[config.mk]
export PLATFORM = sky130hd
export DESIGN_NAME = lane_demux_n
export DESIGN_NICKNAME = d
export VERILOG_FILES = /design/src/rtl/lane_demux_pkg.sv /design/src/rtl/lane_demux_slot.sv /design/src/rtl/lane_demux_n.sv
export SDC_FILE = /design/constraint.sdc
export NUM_CORES = 1
export LEC_CHECK = 0
export CAP_MARGIN = 20
export CORE_MARGIN = 8
export CORE_UTILIZATION = 40
export CTS_CLUSTER_SIZE = 16
export DETAILED_ROUTE_END_ITERATION = 6
export PLACE_DENSITY = 0.72
export SYNTH_ARGS = -nofsm -noshare
export SYNTH_HDL_FRONTEND = slang
export SYNTH_HIERARCHICAL = 1
export SYNTH_SLANG_ARGS = --single-unit
[constraint.sdc]
create_clock -name clk_f -period 1.6 [get_ports clk_f]
set_input_delay 0.32 -clock clk_f [delete_from_list [all_inputs] [get_ports clk_f]]
set_output_delay 0.32 -clock clk_f [all_outputs]
set_load 0.05 [all_outputs]
[src/rtl/lane_demux_pkg.sv]
// Shared types and constants for the lane_demux_n lane-to-channel demultiplexer.
// Lane-error detection is compiled in with macro LANE_DEMUX_ERR_EN.
package lane_demux_pkg;

  typedef enum logic [0:0] {
    S_IDLE = 1'b0,
    S_FILL = 1'b1
  } state_e;

  localparam state_e RST_STATE = S_IDLE;
  localparam logic   RST_VALID = 1'b0;
  localparam logic   RST_DONE  = 1'b0;
  localparam logic   RST_ERR   = 1'b0;

  // clog2(r), floored at 1 so a single-phase build still has a phase bit
  function automatic int phase_w(input int r);
    int w;
    w = 1;
    while ((1 << w) < r) w = w + 1;
    return w;
  endfunction

endpackage

[src/rtl/lane_demux_slot.sv]
// One assembly slot: DATA_W register with load enable and async active-low clear.
module lane_demux_slot #(
  parameter int DATA_W = 8
) (
  input  logic              clk_f,
  input  logic              reset_L,
  input  logic              load_en,
  input  logic [DATA_W-1:0] d,
  output logic [DATA_W-1:0] q
);
  logic [DATA_W-1:0] word_q;

  always_ff @(posedge clk_f or negedge reset_L) begin
    if (!reset_L)     word_q <= '0;
    else if (load_en) word_q <= d;
  end

  assign q = word_q;
endmodule

[src/rtl/lane_demux_n.sv]
// Gathers R = CH_OUT/LANES_IN full-lane beats into one CH_OUT-word frame.
// Optional sticky lane-misalignment flag under macro LANE_DEMUX_ERR_EN.
module lane_demux_n
  import lane_demux_pkg::*;
#(
  parameter int DATA_W   = 8,
  parameter int LANES_IN = 2,
  parameter int CH_OUT   = 4
) (
  input  logic                       clk_f,
  input  logic                       reset_L,
  input  logic [LANES_IN*DATA_W-1:0] data_in,
  input  logic [LANES_IN-1:0]        valid_in,
  input  logic                       flush,
  output logic [CH_OUT*DATA_W-1:0]   data_out,
  output logic [CH_OUT-1:0]          valid_out,
  output logic                       frame_done,
  output logic                       err_lane
);
  localparam int R  = CH_OUT / LANES_IN;
  localparam int PW = phase_w(R);
  localparam logic [PW-1:0] LAST = PW'(R - 1);

  logic                           beat, emit;
  state_e                         state_q, state_d;
  logic [PW-1:0]                  phase_q, phase_d;
  logic [CH_OUT-1:0]              slot_ld;
  logic [CH_OUT-1:0][DATA_W-1:0]  slot_q, frame_d, dout_q, dout_d;
  logic [CH_OUT-1:0]              vout_q, vout_d;
  logic                           done_q, done_d;

  assign beat = (&valid_in) & ~flush;
  assign emit = beat & (phase_q == LAST);

  // Slots of the current phase bypass straight into the emitted frame,
  // so the final beat does not need a cycle in the slot registers.
  for (genvar s = 0; s < CH_OUT; s++) begin : g_slot
    localparam int            LN = s % LANES_IN;
    localparam logic [PW-1:0] PH = PW'(s / LANES_IN);

    assign slot_ld[s] = beat & (phase_q == PH);
    assign frame_d[s] = (phase_q == PH) ? data_in[LN*DATA_W +: DATA_W] : slot_q[s];

    lane_demux_slot #(.DATA_W(DATA_W)) u_slot (
      .clk_f   (clk_f),
      .reset_L (reset_L),
      .load_en (slot_ld[s]),
      .d       (data_in[LN*DATA_W +: DATA_W]),
      .q       (slot_q[s])
    );
  end

  always_comb begin
    state_d = state_q;
    phase_d = phase_q;
    dout_d  = dout_q;
    vout_d  = '0;
    done_d  = 1'b0;
    if (flush) begin
      state_d = S_IDLE;
      phase_d = '0;
    end else if (emit) begin
      state_d = S_IDLE;
      phase_d = '0;
      dout_d  = frame_d;
      vout_d  = '1;
      done_d  = 1'b1;
    end else if (beat) begin
      state_d = S_FILL;
      phase_d = phase_q + 1'b1;
    end
  end

  always_ff @(posedge clk_f or negedge reset_L) begin
    if (!reset_L) begin
      state_q <= RST_STATE;
      phase_q <= '0;
      dout_q  <= '0;
      vout_q  <= {CH_OUT{RST_VALID}};
      done_q  <= RST_DONE;
    end else begin
      state_q <= state_d;
      phase_q <= phase_d;
      dout_q  <= dout_d;
      vout_q  <= vout_d;
      done_q  <= done_d;
    end
  end

  assign data_out   = dout_q;
  assign valid_out  = vout_q;
  assign frame_done = done_q;

`ifdef LANE_DEMUX_ERR_EN
  logic partial, err_q, err_d;

  assign partial = (|valid_in) & ~(&valid_in);

  always_comb begin
    err_d = err_q;
    if (flush)        err_d = 1'b0;
    else if (partial) err_d = 1'b1;
  end

  always_ff @(posedge clk_f or negedge reset_L) begin
    if (!reset_L) err_q <= RST_ERR;
    else          err_q <= err_d;
  end

  assign err_lane = err_q;
`else
  assign err_lane = 1'b0;
`endif

endmodule

# == After elaboration in Yosys (flattened, before gate mapping) ==
# Cells that the tools add are included.
# word_totals
ff_bits,70
word_cells,31
# op_classes
muxes,11
add_sub_neg,1
n_reduce_logical,3
bitwise_logic,5
# op_table
operator,n
$mux 8,4
$mux 4,2
$mux 1,5
$reduce_and 2->1,2
$and 1x1->1,3
$reduce_bool 3->1,1
$not 1->1,2
$add 1x1->1 const B,1

# == Longest topological paths before layout ==
# Gate-level depths: netlist (run 1).
# depth
depth_word,5
depth_mapped,4
mapped_depth_nobuf,3

# == By module ==
# Netlist (run 1), hierarchy kept.
# by_module_without_submodules
module,area_each_um2,n_inst,seq_area_each_um2,cells_per_inst
lane_demux_n,1450.1,1,850.8,82
lane_demux_slot,331.6,2,200.2,17

# == Worst setup path after synthesis (run 1) ==
# Ideal clock, no wire load.
# synth_timing
kind,reg-to-reg
from,register phase_q
to,register g_slot[0].u_slot.word_q[0]
path_buffers,1
path_stages_with_launch,4
required_time_ns,1.475
period_less_slack_ns,1.341
slack_ns,0.259
setup_ns,0.125
t_arrival_ns,1.216
path_cell_list,dfrtp_1 -> nor3_1 -> buf_6 -> mux2_4
# synth_between
elab_chain_len,2
# synth_lines
item,line,source
start: declaration,lane_demux_n.sv:26,"logic [PW-1:0] phase_q, phase_d;"
start signal: assignment,lane_demux_n.sv:83,phase_q <= phase_d;
$not 1->1,--,
$and 1x1->1,lane_demux_n.sv:41,assign slot_ld[s] = beat & (phase_q == PH);
via slot_ld[0],lane_demux_n.sv:27,logic [CH_OUT-1:0] slot_ld;
end signal: assignment,lane_demux_slot.sv:14,if (!reset_L) word_q <= '0;
end signal: assignment,lane_demux_slot.sv:15,else if (load_en) word_q <= d;
end: declaration,lane_demux_slot.sv:11,logic [DATA_W-1:0] word_q;
# The timed path passes the listed nets, and every way through them passes these cells.
# A chain may end at the register's enable or synchronous reset.

==> results of run 1 <==
==> power groups by stage <==
stage	clock [mW]	combinational, mW	sequential, mW
floorplan	0	0.480	2.55
detailed placement	0	1.87	1.81
global route	0.936	1.93	1.82
CTS	0.890	1.88	1.79
finish	0.859	1.86	1.78
global placement	0	1.85	1.78
==> worst max path at each step <==
stage,to,slack [ps],from
floorplan,g_slot[0].u_slot/q[0],260,phase_q
global placement,g_slot[1].u_slot/q[6],-140,valid_in[1]
detailed placement,g_slot[1].u_slot/q[4],-160,valid_in[1]
CTS,valid_out[3],140,valid_out[2]
global route,g_slot[1].u_slot/q[5],80,valid_in[1]
finish,valid_out[3],160,valid_out[2]
==> cell type report <==
class,instances,share of cell area
Clock buffer,5,0.0238
Tap cell,70,0.0303
Sequential cell,50,0.433
Clock inverter,3,0.0139
Multi-Input combinational cell,55,0.266
Inverter,1,0.00130
Timing Repair Buffer,66,0.231
==> per-layer routing <==
layer	vias up	GRT usage	part of all wire
li1	524	-	-
met1	591	0.137	0.43
met2	38	0.189	0.47
met3	5	0.0381	0.085
met4	0	0.0461	0.016
met5	-	0	0
==> metrics by stage <==
| stage | total power [mW] | utilization |
|---|---|---|
| detailed placement | 3.69 | 0.542 |
| finish | 4.50 | 0.566 |
| CTS | 4.56 | 0.566 |
| floorplan | 3.03 | - |
| global route | 4.69 | 0.566 |
| global placement | 3.63 | 0.542 |
==> cells in the final DEF (no fill, tap or decap) <==
cell and count:
a21bo_2 1, nand3b_1 1, a21oi_1 1, nor3_2 1, bufinv_16 1, buf_4 35, nand2_1 1, dfrtp_1 50
clkinv_2 2, clkbuf_8 5, inv_1 1, nand4b_4 1, clkdlybuf4s50_1 19, buf_2 1, dlygate4sd3_1 1, mux2_2 4
buf_12 10, mux2_4 44, conb_1 1
==> repair_timing <==
action / CTS / global route
hold buffers: 1 / 0
resized for setup: 0 / 0
endpoints found under the hold margin: 16 / 0
==> flip-flops by register name, indices dropped and copies added, names as in the netlist <==
| name | cells |
|---|---|
| g_slot.u_slot/q | 16 |
| data_out | 32 |
| phase_q | 1 |
| valid_out | 1 |
==> cells by family after synthesis <==
kind of cell | synth area share
flip-flops | 0.592
multiplexers | 0.334
buffers and inverters | 0.0462
AND/OR/NAND/NOR | 0.0189
AO/OA/AOI/OAI | 0.00710
other | 0.00177
==> flow_metrics.env, run 1 <==
export IMPL_drt_iter0_drc=85
export IMPL_synth_edff_count=0
export IMPL_wl_per_cell_um=17.1
export IMPL_final_cells=250
export IMPL_cts_sinks=50
export IMPL_yosys_warnings=6
export IMPL_grt_pass1_vias=1306
export IMPL_vias=1158
export IMPL_io_pins=59
export IMPL_synth_cells=116
export IMPL_place_worst_setup_slack_ps=-156
export IMPL_layout_worst_path_cycle_share=0.897
export IMPL_nets=200
export IMPL_status="complete, no violations"
export IMPL_endpoint_kind="output pin"
export IMPL_criticalPathCategory="reg -> out"
export IMPL_rrSetupSlack_ps=270
export IMPL_syn_nets=137
export IMPL_max_freq_ghz=0.697
export IMPL_cp_slowest_cell="dfrtp_1"
export IMPL_min_period_ps=1440
export IMPL_yosys_top_cells_count="dfrtp_1, mux2_4, buf_4, buf_6, mux2_2"
export IMPL_hpwl_mm=3.18
export IMPL_worstPathBufferInverterCount=1
export IMPL_slowest_delay_ps=620
export IMPL_cts_tree="built"
export IMPL_htree_levels=2
export IMPL_die_area_sq_um=7870
export IMPL_synth_top_cell_area_share=0.592
export IMPL_placedCellCount=241
export IMPL_r2r_start="phase_q"
export IMPL_syn_area_sq_um=2110
export IMPL_clk_path_buf_depth=2
export IMPL_power_density_nw_per_um2=1560
export IMPL_path_clk_slew_ps=90
export IMPL_hold_slack_ps=485
export IMPL_vdd_drop_max_mv=0.565
export IMPL_grt_pass1_wl_mm=6.91
export IMPL_postCtsSetupRepairBufs=0
export IMPL_rsz0062_at_grt="no"
export IMPL_drv_slew=0
export IMPL_routed_via_density=4.63
export IMPL_netlist_top_cell_by_area="dfrtp_1"
export IMPL_root_buffer="clkbuf_8"
export IMPL_port_buffers=57
export IMPL_grt_overflow=0
export IMPL_r2r_end="g_slot[0].u_slot/q[7]"
export IMPL_seq_area_frac_synth=0.592
export IMPL_core_area_sq_um=5110
export IMPL_ys_async_sr_fraction=1.00
export IMPL_cp_depth=1
export IMPL_gp_congestion=0.724
export IMPL_placed_area_sq_um=2770
export IMPL_finalSetupViolCount=0
export IMPL_crit_arrival_ps=1120
export IMPL_hold_viol=0
export IMPL_final_seq_area_sq_um=1250
export IMPL_pwr_share_seq=0.396
export IMPL_critPathTopFamily="flip-flops"
export IMPL_n_fill_cell=422
export IMPL_max_cap_violations=0
export IMPL_ant_nets=0
export IMPL_hold_class="in -> async"
export IMPL_final_cell_area_sq_um=2890
export IMPL_leakage_nw=1.48
export IMPL_cp_required_ps=1280
export IMPL_synth_ff_type="dfrtp_1"
export IMPL_n_antenna_cell=0
export IMPL_drc=0
export IMPL_dr_pass1_iters=3
export IMPL_clock_power_share=0.191
export IMPL_grtUsageTotal=0.116
export IMPL_die_h_um=88.7
export IMPL_skew_ps=4.59
export IMPL_multi_input_area_sq_um=769
export IMPL_row_count=26
export IMPL_start_util=0.414
export IMPL_crit_fanout=5
export IMPL_syn_to_final_growth_pct=36.7
export IMPL_p_sw_frac=0.373
export IMPL_drive_gt1_frac=0.583
export IMPL_worstPathCellList="buf_12"
export IMPL_synth_most_common_cell="dfrtp_1"
export IMPL_synth_avg_cell_area_sq_um=18.2
export IMPL_r2r_cells=3
export IMPL_start_kind="flip-flop"
export IMPL_p_sw_mw=1.68
export IMPL_power_share_combinational=0.413
export IMPL_ys_types=13
export IMPL_synth_area_top_cells="dfrtp_1, mux2_4, buf_6, mux2_2, buf_4"
export IMPL_setup_ws_ps=164
export IMPL_die_w_um=88.7
export IMPL_cts_buffers=5
export IMPL_antenna_found_initial=0
export IMPL_grt_max_degree=35
export IMPL_tns_ps=0
export IMPL_p_int_mw=2.82
export IMPL_synth_seq_cells=50
export IMPL_clock_latency_ps=290
export IMPL_drt_total_wl_mm=4.27
Power figures use the tool's default switching activity.
==> run 2: changes to the inputs <==
--- a/config.mk
+++ b/config.mk
@@ -11,6 +11,7 @@
 export CTS_CLUSTER_SIZE = 16
 export DETAILED_ROUTE_END_ITERATION = 6
 export PLACE_DENSITY = 0.72
+export REMOVE_ABC_BUFFERS = 1
 export SYNTH_ARGS = -nofsm -noshare
 export SYNTH_HDL_FRONTEND = slang
 export SYNTH_HIERARCHICAL = 1
==> run 2 against run 1 <==
Power down 1.3%. Combinational power down 3%. Clock power barely moved. Critical endpoint is now g_slot[1].u_slot/q[5]. Largest cell class unchanged. Largest power group unchanged. Highest routed layer unchanged.
==> flow_metrics.env, run 2 (synthesis gave the netlist of run 1 again) <==
export IMPL_postCtsSetupRepairBufs=0
export IMPL_criticalPathCategory="in -> reg"
export IMPL_hold_class="in -> async"
export IMPL_n_antenna_cell=0
export IMPL_crit_fanout=9
export IMPL_antenna_found_initial=0
export IMPL_die_w_um=88.7
export IMPL_postCtsHoldBufs=0
export IMPL_min_period_ps=1510
export IMPL_largest_register_ffs=32
export IMPL_cts_resized=0
export IMPL_htree_levels=2
export IMPL_max_freq_ghz=0.664
export IMPL_status="complete, no violations"
export IMPL_tightest_slew_ps=560
export IMPL_setup_ws_ps=93.0
export IMPL_start_util=0.414
export IMPL_start_kind="input pin"
export IMPL_grtUsageTotal=0.116
export IMPL_crit_arrival_ps=1690
export IMPL_tns_ps=0
export IMPL_wl_per_cell_um=17.0
export IMPL_die_area_sq_um=7870
export IMPL_die_h_um=88.7
export IMPL_ant_nets=0
export IMPL_grt_pass1_vias=1312
export IMPL_hold_viol=0
export IMPL_path_clk_slew_ps=80
export IMPL_final_seq_area_sq_um=1250
export IMPL_grt_pass1_wl_mm=6.98
export IMPL_core_area_sq_um=5110
export IMPL_finalSetupViolCount=0
export IMPL_cts_sinks=50
export IMPL_max_cap_violations=0
export IMPL_power_density_nw_per_um2=1560
export IMPL_r2r_start="phase_q"
export IMPL_drive_gt1_frac=0.582
export IMPL_place_worst_setup_slack_ps=-226
export IMPL_row_count=26
export IMPL_hold_slack_ps=7.41
export IMPL_drc=0
export IMPL_grt_overflow=0
export IMPL_port_buffers=57
export IMPL_grt_max_degree=29
export IMPL_cp_required_ps=1780
export IMPL_vias=1153
export IMPL_drt_iter0_drc=29
export IMPL_cts_buffers=5
export IMPL_endpoint_kind="flip-flop"
export IMPL_syn_to_final_growth_pct=34.3
export IMPL_nets=197
export IMPL_cts_tree="built"
export IMPL_layout_common_cells="dfrtp_1, mux2_4, buf_4"
export IMPL_dr_pass1_iters=4
export IMPL_drv_slew=0
export IMPL_final_cells=247
export IMPL_gp_congestion=0.727
export IMPL_startpoint="valid_in[1]"
export IMPL_rsz0062_at_grt="no"
export IMPL_skew_ps=7.17
export IMPL_multi_input_area_sq_um=769
export IMPL_clock_latency_ps=300
export IMPL_drt_total_wl_mm=4.19
export IMPL_clk_path_buf_depth=2
export IMPL_root_buffer="clkbuf_8"
export IMPL_io_pins=59
export IMPL_routed_via_density=4.67
export IMPL_vdd_drop_max_mv=0.790
export IMPL_final_common_cell="dfrtp_1"
export IMPL_layout_worst_path_cycle_share=0.942
export IMPL_hpwl_mm=3.16
export IMPL_placedCellCount=239
export IMPL_slew_headroom=0.627
export IMPL_leakage_nw=1.46
export IMPL_n_fill_cell=418
==> run 2: cell count changes in the layout (fill, tap and decap cells not counted) <==
cell,delta
buf_12,-2
dlygate4sd3_1,-1
==> run 2: area by class of cell <==
type,count,share of cell area
Tap cell,70,0.0309
Sequential cell,50,0.441
Timing Repair Buffer,63,0.218
Multi-Input combinational cell,55,0.271
Clock inverter,3,0.0141
Clock buffer,5,0.0242
Inverter,1,0.00132
==> run 2: worst paths after layout <==
path	to	slack [ps]	depth (start not counted)
worst min register to register	data_out[14]	510	1
worst max-delay path	g_slot[1].u_slot/q[5]	90	5
worst max register to register	g_slot[1].u_slot/q[5]	260	3
worst min-delay path	data_out[3]	7	1
max in group asynchronous	g_slot[1].u_slot/q[5]	1060	2
min in group clk_f	data_out[14]	510	1
==> run 2: critical path, stage by stage <==
cell             delay (ps)
clkdlybuf4s50_1         570
nand2_1                  90
nor3_2                  140
buf_4                   240
mux2_4                  320
==> run 2: through the flow <==
| step | power [mW] | cell area (sq um) | util |
|---|---|---|---|
| finish | 4.44 | 2840 | 0.556 |
| global route | 4.65 | 2840 | 0.556 |
| CTS | 4.51 | 2840 | 0.556 |
| detailed placement | 3.63 | 2730 | 0.535 |
| global placement | 3.58 | 2730 | 0.535 |
| floorplan | 3.02 | 2020 | - |
==> run 2: per-layer routing <==
metal / wire, um / up-vias / GRT usage
met5: 0 / - / 0
met2: 2090 / 37 / 0.190
met1: 1770 / 597 / 0.139
li1: - / 513 / -
met4: 59 / 0 / 0.0507
met3: 269 / 6 / 0.0334
==> run 2: power breakdown <==
| part | switching, mW | leakage (nW) | internal [mW] |
|---|---|---|---|
| registers | 0.191 | 0.625 | 1.58 |
| logic | 1.07 | 0.777 | 0.741 |
| clock network | 0.400 | 0.0579 | 0.460 |
| total | 1.66 | 1.46 | 2.78 |
